## src/rtl/bcd_sub_serial.sv

```systemverilog
// Digit-serial packed-BCD subtractor z = x - y - bi, one digit per clock, LSD first.
// Define BCD_SUB_SIGN_MAG_EN to return sign-magnitude (extra FIX pass) instead of ten's complement.
module bcd_sub_serial #(
  parameter int unsigned DIGITS = 4
) (
  input  logic                  clk,
  input  logic                  rst_n,
  input  logic                  start,
  input  logic [4*DIGITS-1:0]   x,
  input  logic [4*DIGITS-1:0]   y,
  input  logic                  bi,
  output logic [4*DIGITS-1:0]   z,
  output logic                  bo,
  output logic                  neg,
  output logic                  err,
  output logic                  busy,
  output logic                  done
);

  localparam int unsigned W  = 4 * DIGITS;
  localparam int unsigned CW = (DIGITS > 1) ? $clog2(DIGITS) : 1;
  localparam logic [CW-1:0] LAST = CW'(DIGITS - 1);

`ifdef BCD_SUB_SIGN_MAG_EN
  typedef enum logic [1:0] {IDLE, RUN, FIX} state_e;
`else
  typedef enum logic {IDLE, RUN} state_e;
`endif

  state_e          state_q, state_d;
  logic [W-1:0]    x_q, x_d, y_q, y_d, z_q, z_d;
  logic [CW-1:0]   cnt_q, cnt_d;
  logic            br_q, br_d, bo_q, bo_d, neg_q, neg_d, err_q, err_d, done_q, done_d;
  logic [3:0]      dig_a, dig_b, dig_z;
  logic [5:0]      diff;
  logic            dig_br;
  logic            last;

  function automatic logic any_bad(input logic [W-1:0] v);
    any_bad = 1'b0;
    for (int unsigned i = 0; i < DIGITS; i++)
      if (v[4*i +: 4] > 4'd9) any_bad = 1'b1;
  endfunction

  assign last = (cnt_q == LAST);

  // Shared digit datapath; FIX reuses it as 0 - z_i - borrow.
  always_comb begin
    dig_a = x_q[4*cnt_q +: 4];
    dig_b = y_q[4*cnt_q +: 4];
`ifdef BCD_SUB_SIGN_MAG_EN
    if (state_q == FIX) begin
      dig_a = '0;
      dig_b = z_q[4*cnt_q +: 4];
    end
`endif
    diff   = {2'b00, dig_a} - {2'b00, dig_b} - {5'b0, br_q};
    dig_br = diff[5];
    dig_z  = dig_br ? (diff[3:0] + 4'd10) : diff[3:0];
  end

  always_ff @(posedge clk or negedge rst_n) begin
    if (!rst_n) state_q <= IDLE;
    else        state_q <= state_d;
  end

  always_comb begin
    state_d = state_q;
    case (state_q)
      IDLE: if (start) state_d = RUN;
      RUN: if (last) begin
`ifdef BCD_SUB_SIGN_MAG_EN
        state_d = dig_br ? FIX : IDLE;
`else
        state_d = IDLE;
`endif
      end
`ifdef BCD_SUB_SIGN_MAG_EN
      FIX: if (last) state_d = IDLE;
`endif
      default: state_d = IDLE;
    endcase
  end

  always_comb begin
    x_d    = x_q;
    y_d    = y_q;
    z_d    = z_q;
    cnt_d  = cnt_q;
    br_d   = br_q;
    bo_d   = bo_q;
    neg_d  = neg_q;
    err_d  = err_q;
    done_d = 1'b0;
    case (state_q)
      IDLE: if (start) begin
        x_d   = x;
        y_d   = y;
        br_d  = bi;
        cnt_d = '0;
        err_d = any_bad(x) | any_bad(y);
      end
      RUN: begin
        z_d[4*cnt_q +: 4] = dig_z;
        br_d  = dig_br;
        cnt_d = last ? '0 : cnt_q + 1'b1;
        if (last) begin
`ifdef BCD_SUB_SIGN_MAG_EN
          if (dig_br) begin
            br_d = 1'b0;
          end else begin
            bo_d   = 1'b0;
            neg_d  = 1'b0;
            done_d = 1'b1;
          end
`else
          bo_d   = dig_br;
          neg_d  = 1'b0;
          done_d = 1'b1;
`endif
        end
      end
`ifdef BCD_SUB_SIGN_MAG_EN
      FIX: begin
        z_d[4*cnt_q +: 4] = dig_z;
        br_d  = dig_br;
        cnt_d = last ? '0 : cnt_q + 1'b1;
        if (last) begin
          bo_d   = 1'b1;
          neg_d  = 1'b1;
          done_d = 1'b1;
        end
      end
`endif
      default: ;
    endcase
  end

  always_ff @(posedge clk or negedge rst_n) begin
    if (!rst_n) begin
      x_q    <= '0;
      y_q    <= '0;
      z_q    <= '0;
      cnt_q  <= '0;
      br_q   <= 1'b0;
      bo_q   <= 1'b0;
      neg_q  <= 1'b0;
      err_q  <= 1'b0;
      done_q <= 1'b0;
    end else begin
      x_q    <= x_d;
      y_q    <= y_d;
      z_q    <= z_d;
      cnt_q  <= cnt_d;
      br_q   <= br_d;
      bo_q   <= bo_d;
      neg_q  <= neg_d;
      err_q  <= err_d;
      done_q <= done_d;
    end
  end

  always_comb begin
    busy = (state_q != IDLE);
    z    = z_q;
    bo   = bo_q;
    neg  = neg_q;
    err  = err_q;
    done = done_q;
  end

endmodule
```

## config.mk

```make
export PLATFORM = sky130hd
export DESIGN_NAME = bcd_sub_serial
export DESIGN_NICKNAME = d
export VERILOG_FILES = /design/src/rtl/bcd_sub_serial.sv
export SDC_FILE = /design/constraint.sdc
export NUM_CORES = 1
export LEC_CHECK = 0
export BUFFER_PORTS_ARGS = -buffer_cell sky130_fd_sc_hd__buf_2
export CORE_UTILIZATION = 55
export DETAILED_ROUTE_END_ITERATION = 8
export GPL_TIMING_DRIVEN = 0
export HOLD_SLACK_MARGIN = 0.1
export PLACE_DENSITY = 0.8
export SYNTH_ARGS = -nofsm -noshare
export SYNTH_HDL_FRONTEND = slang
export SYNTH_SLANG_ARGS = --single-unit
```

## constraint.sdc

```tcl
create_clock -name clk -period 4.65 [get_ports clk]
set_clock_uncertainty 0.2 [all_clocks]
set_input_delay 0.2325 -clock clk [delete_from_list [all_inputs] [get_ports clk]]
set_output_delay 0.2325 -clock clk [all_outputs]
set_load 0.01 [all_outputs]
```

* After elaboration in Yosys (flattened, before gate mapping)
Cells that the tools add are included.
** Operators by class
- Eq/ne operators :: 2
- Bitwise gates (word level) :: 2
- Reductions and logical operators :: 2
- Shift operators :: 4
- Mux-type cells :: 24
- Order comparisons :: 8
- Add/subtract/negate cells :: 5
** Operators by type and width (number)
- 4-bit negation with 34-bit output :: 1
- 4-bit by 34-bit variable shift with 16-bit output (first input constant) :: 1
- 4-bit by 34-bit variable part select with 16-bit output :: 1
- 4-bit > comparator (second input constant) :: 8
- 16-bit by 5-bit variable part select with 4-bit output :: 2
- 1-bit 2-to-1 mux :: 17
- 16-bit bitwise mux :: 1
- 5-bit by 2-bit subtractor with 6-bit output :: 1
- 4-bit by 4-bit subtractor with 5-bit output :: 1
- 4-bit adder (second input constant) :: 1
- 2-bit 2-to-1 mux :: 2
- 4-bit 2-to-1 mux :: 1
- 1-bit case mux with 2 select lines :: 2
- 2-bit case mux with 2 select lines :: 1
- 2-bit AND reduction :: 2
- 2-bit by 1-bit adder with 2-bit output (second input constant) :: 1
- 2-bit == test (second input constant) :: 1
- 2-bit != test (second input constant) :: 1
- 1-bit inverter :: 1
- 1-bit OR :: 1
** Word-level totals
- Input port bits :: 36
- Bits in registers :: 55
- Word-level logic and storage cells :: 56
- Output and inout port bits :: 21

* Logic depth before layout (Yosys ltp)
Gate-level depths: netlist of the first run.
- Depth in word-level cells :: 8
- Depth in mapped cells :: 15
- Gate-level depth less buffers :: 13

* Least setup slack after synthesis of the first run
OpenSTA, ideal clock, no wires.
- Path type :: reg2reg
- From :: register cnt_q[0]
- To :: register z_q[11] (netlist: z[11])
- Required time :: 4.314 ns
- Path slack :: 0.870 ns
- Cell stages (with the launch flop) :: 14
- Data arrival time :: 3.444 ns
- Clock period less this slack :: 3.780 ns
- Setup time :: 0.136 ns
- Buffers on the path :: 2
- Cells stage by stage :: dfrtp_1 -> buf_2 -> mux4_2 -> inv_1 -> ha_1 -> inv_1 -> fa_1 -> xor2_2 -> xor2_1 -> ha_1 -> clkbuf_1 -> nor4_1 -> a2111oi_0 -> nand2_1
** On the way
- Cells in the longest elaborated chain, start to end :: 7
- Elaborated cells on any way between the ends :: 10
** RTL lines
- start: declaration :: line 32 : logic [CW-1:0] cnt_q, cnt_d;
- start signal: assignment :: line 154 : cnt_q <= cnt_d;
- 16-bit by 5-bit variable part select with 4-bit output (on tied branches) :: line 49, 50
- 4-bit by 4-bit subtractor with 5-bit output :: line 57 : diff = {2'b00, dig_a} - {2'b00, dig_b} - {5'b0, br_q};
- 5-bit by 2-bit subtractor with 6-bit output :: line 57
- 4-bit adder :: line 59 : dig_z = dig_br ? (diff[3:0] + 4'd10) : diff[3:0];
- 4-bit 2-to-1 mux :: line 59
- 4-bit by 34-bit variable part select with 16-bit output :: line 104 : z_d[4*cnt_q +: 4] = dig_z;
- 16-bit bitwise mux (*) :: line 104
- end signal: assignment :: line 153 : z_q <= z_d;
- end: declaration :: line 31 : logic [W-1:0] x_q, x_d, y_q, y_d, z_q, z_d;
Mark *: on every way between the ends. The rest lies on a longest branch, timed or not.
A chain may end at the register's enable or synchronous reset.

* Worst setup path in the final report of the first run
Same ends and word-level chain as after synthesis.

==> results of run 1 <==
## logic make-up after synthesis
kind of cell / share of synthesized area
xor gates and xnor gates: 0.0141
DFF: 0.469
other: 0.00128
AOI/OAI and AO/OA: 0.113
muxes: 0.193
and+or+nand+nor: 0.116
buffers and inverters: 0.0359
adders and majority gates: 0.0580
## metrics by stage
stage | utilization | hold WS [ns] | cell area [sq um]
floorplan | - | -0.263 | 2930
global placement | 0.645 | 0.260 | 3290
detailed placement | 0.645 | 0.265 | 3290
CTS | 0.736 | 0.289 | 3760
global route | 0.740 | 0.309 | 3780
finish | 0.740 | 0.250 | 3780
## worst max-delay path: stages, from the launching register on
cell and delay (ns):
dfrtp_1 0.43, buf_2 0.36, mux4_2 0.58, inv_1 0.08, ha_1 0.17, inv_1 0.06
fa_1 0.43, xor2_2 0.42, xor2_1 0.26, ha_1 0.27, clkbuf_2 0.26, nor4_1 0.09
a2111oi_0 0.42, nand2_1 0.08
## sequential cells by signal (all words and copies together) (netlist names)
name   flops
z         16
cnt_q      2
x_q       16
done       1
br_q       1
bo         1
err        1
y_q       16
busy       1
## area by class of cell
| class | count | share of cell area |
|---|---|---|
| buffer | 11 | 0.0152 |
| multi-input combinational | 175 | 0.384 |
| clock inverter | 3 | 0.0116 |
| tap | 70 | 0.0232 |
| timing repair buffer | 91 | 0.171 |
| clock buffer | 5 | 0.0182 |
| inverter | 13 | 0.0129 |
| sequential | 55 | 0.364 |
## synthesized netlist by cell type (3+ instances only)
cell type  number  area (sq um)
o21ai_1         4          20.0
o2111ai_1       4          35.0
a2111oi_0       6          52.6
buf_2           3          15.0
a32oi_1         3          26.3
nand2_1        27           101
o21ai_0        19          95.1
ha_1           12           150
mux4_2          8           180
inv_1          13          48.8
mux2_2         33           372
nor3_1          5          25.0
clkbuf_1        4          15.0
nor4_1          8          50.1
nand3_1         3          15.0
and4b_1         3          30.0
a21oi_1         5          25.0
dfrtp_1        55          1380
nor2_1          9          33.8
## timing repair
| action | in CTS | in global routing |
|---|---|---|
| gates resized for setup | 0 | 2 |
| setup endpoints to repair | 0 | 2 |
| hold buffers | 35 | 0 |
| hold endpoints to repair | 89 | 0 |
## metal layers
| metal | wire, um | up-vias | share of wire | global-route usage |
|---|---|---|---|---|
| li1 | - | 1134 | - | - |
| met1 | 3080 | 1196 | 0.44 | 0.376 |
| met2 | 3600 | 60 | 0.51 | 0.468 |
| met3 | 232 | 19 | 0.033 | 0.0576 |
| met4 | 162 | 0 | 0.023 | 0.111 |
| met5 | 0 | - | 0 | 0 |
## cell usage in the layout, fill, tap and decap left out, types with 2 or more instances in the layout
| master | count |
|---|---|
| clkbuf_1 | 3 |
| inv_1 | 13 |
| nor2_1 | 9 |
| or3_1 | 2 |
| a32oi_1 | 3 |
| mux4_2 | 8 |
| nor2b_1 | 2 |
| dlygate4sd3_1 | 35 |
| buf_1 | 2 |
| dfrtp_1 | 55 |
| a2111oi_0 | 6 |
| o21ai_1 | 4 |
| nor4_1 | 8 |
| ha_1 | 12 |
| and4b_1 | 3 |
| nand3_1 | 3 |
| mux2_2 | 33 |
| o2111ai_1 | 4 |
| nand2_1 | 27 |
| nand2b_1 | 2 |
| a21oi_1 | 5 |
| nand4_1 | 2 |
| buf_2 | 58 |
| o21ai_0 | 19 |
| clkbuf_8 | 5 |
| nor3_1 | 5 |
## path summary, 6_finish.rpt
| check | from | cells past startpoint | slack (ns) | end |
|---|---|---|---|---|
| max in group asynchronous | rst_n | 3 | 3.42 | y_q[12] |
| hold reg to reg | bo | 2 | 0.28 | bo |
| setup / recovery | cnt_q[0] | 13 | 0.42 | z[11] |
| setup reg to reg | cnt_q[0] | 13 | 0.42 | z[11] |
| hold / removal | rst_n | 2 | 0.25 | x_q[6] |
| min in group clk | bo | 2 | 0.28 | bo |
==> results.json, run 1 <==
{
  "cts_num_sinks": 55,
  "yosysSeqAreaShare": 0.469,
  "core_region_area_sq_mm": 0.00511,
  "io_buffers": 55,
  "critPathCaptureType": "register",
  "cts_setup_buffers": 0,
  "grt_setup_unrepaired": "false",
  "arrival_ns": 4.23,
  "hpwl_mm": 4.62,
  "nFillCells": 351,
  "antenna_found_initial": 0,
  "syn_nets": 303,
  "syn_area_per_cell_sq_um": 11.5,
  "cp_max_fo": 10,
  "min_path_type": "input pin to asynchronous set/reset pin",
  "setup_ws_ns": 0.416,
  "timing.final.crit_share": 0.911,
  "firstDrtPassIters": 4,
  "clock_latency_ns": 0.31,
  "ys_ff_latch": 55,
  "synth_area_sq_mm": 0.00293,
  "die_width_um": 75.0,
  "grt_usage": 0.286,
  "area_delta_synth_final_pct": 28.9,
  "synthCells": 254,
  "layoutNonFillerInstCount": 423,
  "route.detailed.drc": 0,
  "seqCellArea_sq_mm": 0.00138,
  "grt_pass1_vias": 2383,
  "setup_violations": 0,
  "ys_types": 44,
  "ant_nets": 0,
  "hold_viol": 0,
  "layout-drive-gt1-share": 0.334,
  "fin_crit_ns": 4.23,
  "ios": 57,
  "fmax_ghz": 0.236,
  "cts_buffers": 5,
  "fin_nets": 401,
  "drt_iter0_drc": 204,
  "drt-vias-per-instance": 5.70,
  "clockBufferDepth": 2,
  "synth-main-ff-cell": "dfrtp_1",
  "antenna_cells": 0,
  "grt_max_degree": 56,
  "vias": 2409,
  "totalWireLength_mm": 7.07,
  "worst_pin_slew_ns": 0.622,
  "cap_violations": 0,
  "synth_edf_count": 0,
  "cts_max_level": 2,
  "setup_tns_ns": 0,
  "fp-row-count": 26,
  "start_kind": "register",
  "routabilityCongestion": 0.875,
  "synth_warnings": 0,
  "multi_input_area_sq_mm": 0.00145,
  "status": "complete, no violations",
  "slew_headroom": 0.585,
  "clockRootBuffer": "clkbuf_8",
  "path_class": "register to register",
  "die_h_um": 75.0,
  "dieArea_sq_mm": 0.00563,
  "path_clk_slew_ns": 0.10,
  "slew_viol_final": 0,
  "cp_data_required_time_ns": 4.64,
  "wl_per_cell_um": 16.7,
  "async_reset_ff_frac": 1.00,
  "start_util": 0.574,
  "grt_pass1_wl_mm": 11.6,
  "cts_tree": "done",
  "grt_overflow": 0,
  "pre_cts_ws_ns": 0.349,
  "placed_cells": 379
}
Power of run 1 is not shown: default switching activity piles up to over one toggle a cycle in this logic, so the estimate is an artifact.
==> run 2, diff against run 1 <==
--- a/config.mk
+++ b/config.mk
@@ -6,6 +6,7 @@
 export NUM_CORES = 1
 export LEC_CHECK = 0
 export BUFFER_PORTS_ARGS = -buffer_cell sky130_fd_sc_hd__buf_2
+export CORE_MARGIN = 10
 export CORE_UTILIZATION = 55
 export DETAILED_ROUTE_END_ITERATION = 8
 export GPL_TIMING_DRIVEN = 0
==> results.json, run 2 (synthesized netlist as in run 1, its figures left out) <==
{
  "fin_crit_ns": 4.29,
  "seqCellArea_sq_mm": 0.00138,
  "hpwl_mm": 5.38,
  "fin_nets": 400,
  "core_region_area_sq_mm": 0.00514,
  "final_cell_mix": "buf_2, dfrtp_1, dlygate4sd3_1",
  "die_width_um": 93.0,
  "firstDrtPassIters": 5,
  "grt_max_degree": 56,
  "path_clk_slew_ns": 0.09,
  "vias": 2491,
  "cts_buffers": 5,
  "placed_cells": 379,
  "fmax_ghz": 0.233,
  "slew_viol_final": 0,
  "totalWireLength_mm": 7.92,
  "setup_violations": 0,
  "cap_violations": 0,
  "ant_nets": 0,
  "antenna_found_initial": 1,
  "drt-vias-per-instance": 5.89,
  "clockRootBuffer": "clkbuf_8",
  "dieArea_sq_mm": 0.00865,
  "fin_hold_ws_ns": 0.287,
  "grt_pass1_vias": 2696,
  "critPathCaptureType": "register",
  "ios": 57,
  "path_class": "register to register",
  "wl_per_cell_um": 18.7,
  "area_delta_synth_final_pct": 27.9,
  "timing.final.crit_share": 0.922,
  "grt_overflow": 0,
  "start_kind": "register",
  "multi_input_area_sq_mm": 0.00146,
  "die_h_um": 93.0,
  "io_buffers": 55,
  "utilization": 0.729,
  "layout-drive-gt1-share": 0.332,
  "layoutNonFillerInstCount": 423,
  "arrival_ns": 4.28,
  "fp-row-count": 26,
  "drt_iter0_drc": 215,
  "layout_commonest_cell": "buf_2",
  "cts_max_level": 2,
  "cts_num_sinks": 55,
  "clock_latency_ns": 0.32,
  "min_path_type": "register to register",
  "worst_pin_slew_ns": 1.21,
  "status": "complete, no violations",
  "cp_max_fo": 10,
  "clockBufferDepth": 2,
  "min_path_cells": 2,
  "cts_setup_buffers": 0,
  "cts_tree": "done",
  "worst_r2r_path_depth": 13,
  "setup_tns_ns": 0,
  "grt_setup_unrepaired": "false",
  "start_util": 0.570,
  "slew_headroom": 0.196,
  "route.detailed.drc": 0,
  "routabilityCongestion": 0.847,
  "grt_usage": 0.188,
  "cp_data_required_time_ns": 4.64,
  "hold_viol": 0,
  "grt_pass1_wl_mm": 13.1,
  "nFillCells": 384
}
run 2: cell count changes in the layout (fill, tap and decap cells not counted), sizes merged:
cell | previous run | this run
clkinvlp | 0 | 2
buf | 63 | 62
bufinv | 1 | 0
clkinv | 2 | 1
diode | 0 | 1
run 2: timing repair:
action | CTS | global route
hold buffers | 35 | 0
setup endpoints to repair | 0 | 1
resized for setup | 0 | 3
endpoints found under the hold margin | 90 | 0
run 2: worst paths after layout:
| path | from | slack (ns) | endpoint |
|---|---|---|---|
| setup / recovery | cnt_q[0] | 0.36 | z[11] |
| hold / removal | z[13] | 0.29 | z[13] |
| setup reg to reg | cnt_q[0] | 0.36 | z[11] |
| hold reg to reg | z[13] | 0.29 | z[13] |
| max in group asynchronous | rst_n | 3.01 | z[6] |
| min in group asynchronous | rst_n | 0.50 | x_q[3] |
run 2: cell type report:
cell class,instances,area share
well taps,70,0.0234
plain buffers,11,0.0154
repair buffers,90,0.167
inverters,13,0.0130
diodes,1,0.000668
clock buffers,5,0.0184
flip-flops and latches,55,0.367
clock inverters,3,0.00534
multi-input cells,175,0.390
run 2: worst max-delay path, cell delays in order (launching register included):
cell and delay, ns:
dfrtp_1 0.43, buf_2 0.36, mux4_2 0.57, inv_1 0.08
ha_1 0.18, inv_1 0.06, fa_1 0.47, xor2_4 0.35
xor2_1 0.26, ha_1 0.26, clkbuf_2 0.25, nor4_1 0.08
a2111oi_0 0.52, nand2_1 0.09
run 2: layer usage:
metal | vias to the layer above | GRT usage | routed length, um
li1 | 1129 | - | -
met3 | 25 | 0.0544 | 559
met2 | 120 | 0.317 | 3970
met5 | - | 0 | 0
met4 | 0 | 0.0990 | 297
met1 | 1217 | 0.211 | 3090
run 2: through the flow:
stage	setup slack [ns]	area (sq um)
after floorplan	0.870	2930
after CTS	0.218	3730
after global routing	0.153	3750
after global placement	0.259	3290
after detailed placement	0.248	3290
final	0.361	3750
Power of run 2 is left out for the same reason.
==> run 3, diff against run 2 <==
--- a/config.mk
+++ b/config.mk
@@ -5,6 +5,7 @@
 export SDC_FILE = /design/constraint.sdc
 export NUM_CORES = 1
 export LEC_CHECK = 0
+export ABC_AREA = 1
 export BUFFER_PORTS_ARGS = -buffer_cell sky130_fd_sc_hd__buf_2
 export CORE_MARGIN = 10
 export CORE_UTILIZATION = 55
==> results.json, run 3 <==
{
  "yosysMostFrequentCell": "nand2_1",
  "setup_ws_ns": 0.860,
  "worst_pin_slew_ns": 1.21,
  "status": "complete, no violations",
  "synth-simple-area-share": 0.270,
  "cts_max_level": 2,
  "synthAdderAreaFrac": 0.0608,
  "grt_overflow": 0,
  "antenna_found_initial": 0,
  "cp_data_required_time_ns": 4.70,
  "synth-compound-area-share": 0.108,
  "grt_pass1_wl_mm": 13.0,
  "vias": 2699,
  "start_kind": "register",
  "synthMuxAreaShare": 0,
  "ys_ff_latch": 55,
  "setup_tns_ns": 0,
  "utilization": 0.752,
  "synth-xor-area-share": 0.0130,
  "synth_area_leaders": "dfrtp_1, nand2_1, ha_1",
  "cts_tree": "done",
  "min_path_type": "register to register",
  "hpwl_mm": 5.22,
  "yosysTopAreaCellShare": 0.492,
  "pre_cts_ws_ns": 1.07,
  "worst_r2r_path_depth": 16,
  "ant_nets": 0,
  "io_buffers": 55,
  "layout-drive-gt1-share": 0.191,
  "rr_startpoint": "cnt_q[0]",
  "placed_area_sq_mm": 0.00316,
  "slew_viol_final": 0,
  "synth_edf_count": 0,
  "core_region_area_sq_mm": 0.00482,
  "firstDrtPassIters": 6,
  "setup_violations": 0,
  "route.detailed.drc": 0,
  "antenna_cells": 0,
  "totalWireLength_mm": 7.80,
  "synth_top_family_by_area": "simple AND/OR/NAND/NOR gates",
  "cp-startpoint": "cnt_q[0]",
  "cp_max_fo": 12,
  "cts_buffers": 5,
  "critPathCaptureType": "register",
  "syn_nets": 390,
  "synthTopCellsByCount": "nand2_1, dfrtp_1, inv_1, o21ai_0, nor2_1",
  "hold_viol": 0,
  "timing.final.crit_share": 0.815,
  "synth_area_sq_mm": 0.00280,
  "rrSetupSlack_ns": 0.86,
  "drt-vias-per-instance": 5.32,
  "final_cell_mix": "nand2_1, buf_2, dfrtp_1",
  "fin_nets": 488,
  "path_class": "register to register",
  "ios": 57,
  "grt_usage": 0.189,
  "start_util": 0.581,
  "clock_latency_ns": 0.31,
  "cts_num_sinks": 55,
  "fmax_ghz": 0.264,
  "die_width_um": 91.3,
  "synth_area_leader_cell": "dfrtp_1",
  "drt_iter0_drc": 225,
  "synth_warnings": 0,
  "synthCells": 341,
  "area_delta_synth_final_pct": 29.4,
  "synth-main-ff-cell": "dfrtp_1",
  "wl_per_cell_um": 15.4,
  "die_h_um": 91.3,
  "grt_max_degree": 56,
  "slew_headroom": 0.192,
  "fp-row-count": 25,
  "ys_types": 30,
  "hold_start": "z[1]",
  "endpoint": "br_q",
  "fin_area_sq_mm": 0.00362,
  "clockRootBuffer": "clkbuf_8",
  "arrival_ns": 3.84,
  "rr_endpoint": "br_q",
  "layout_commonest_cell": "nand2_1",
  "syn_area_per_cell_sq_um": 8.20,
  "cap_violations": 0,
  "grt_pass1_vias": 2697,
  "path_clk_slew_ns": 0.10,
  "cts-resized-gates": 0,
  "grt_setup_unrepaired": "false",
  "dieArea_sq_mm": 0.00834,
  "yosysSeqAreaShare": 0.492,
  "async_reset_ff_frac": 1.00,
  "routabilityCongestion": 0.780,
  "fin_crit_ns": 3.79,
  "nFillCells": 373,
  "clockBufferDepth": 2
}
## run 3: cell types whose count changed in the layout (fill, tap and decap cells not counted), moves of 4 or more
cell,delta
nand2_1,+120
mux2_2,-33
inv_1,+8
mux4_2,-8
nor4_1,-8
nand4_1,+7
nor2_1,+7
a2111oi_0,-6
a32o_1,+6
buf_2,+5
nor3_1,-4
o2111ai_1,-4
o22ai_1,+4
## run 3: area by class of cell
type,instances,area (sq um),share of cell area
clock inverters,1,7.51,0.00207
well taps,67,83.8,0.0232
plain buffers,14,66.3,0.0183
clock buffers,7,96.3,0.0266
inverters,23,86.3,0.0238
multi-input cells,249,1270,0.350
flip-flops and latches,55,1380,0.380
repair buffers,91,636,0.176
## run 3: per-stage QoR
step,hold slack (ns),instances
finish,0.281,507
global route,0.304,507
CTS,0.285,507
detailed placement,0.230,463
global placement,0.229,463
floorplan,-0.263,341
## run 3: cell families (layout without fill, tap and decap cells)
family	after synthesis	count (layout)
xor+xnor	2	2
fa+ha+maj	13	13
simple gates	185	185
compound gates	48	48
buf+inv	37	136
other cells	1	1
flops	55	55
## run 3: metal layers
| layer | wire length, um | share of wire | vias to the layer above | track usage |
|---|---|---|---|---|
| met4 | 284 | 0.036 | 0 | 0.0796 |
| met3 | 563 | 0.072 | 32 | 0.0502 |
| met5 | 0 | 0 | - | 0 |
| li1 | - | - | 1287 | - |
| met2 | 3910 | 0.50 | 107 | 0.319 |
| met1 | 3050 | 0.39 | 1273 | 0.221 |
## run 3: what timing repair did
action | 4_1_cts | 5_1_grt
hold endpoints to repair | 92 | 0
hold buffers | 36 | 0
setup buffers | 0 | 0
## run 3: how the worst min path moves through the flow
| stage | cells past startpoint | to | slack, ns |
|---|---|---|---|
| floorplan | 0 | bo | -0.26 |
| global placement | 3 | x_q[4] | 0.23 |
| detailed placement | 3 | x_q[8] | 0.23 |
| CTS | 2 | x_q[11] | 0.29 |
| global route | 2 | z[11] | 0.30 |
| finish | 2 | z[1] | 0.28 |
## run 3: critical path, stage by stage, from the launching register on
cell and delay (ns):
dfrtp_1 0.39, buf_2 0.24, clkinv_1 0.27, buf_2 0.29
o21ai_0 0.18, o22ai_1 0.10, ha_1 0.18, inv_1 0.08
fa_1 0.42, inv_1 0.10, nand2_1 0.07, a21oi_2 0.12
nand3_2 0.13, nand2_4 0.13, inv_1 0.09, o211ai_1 0.16
dlygate4sd3_1 0.58
Power of run 3 is left out for the same reason.
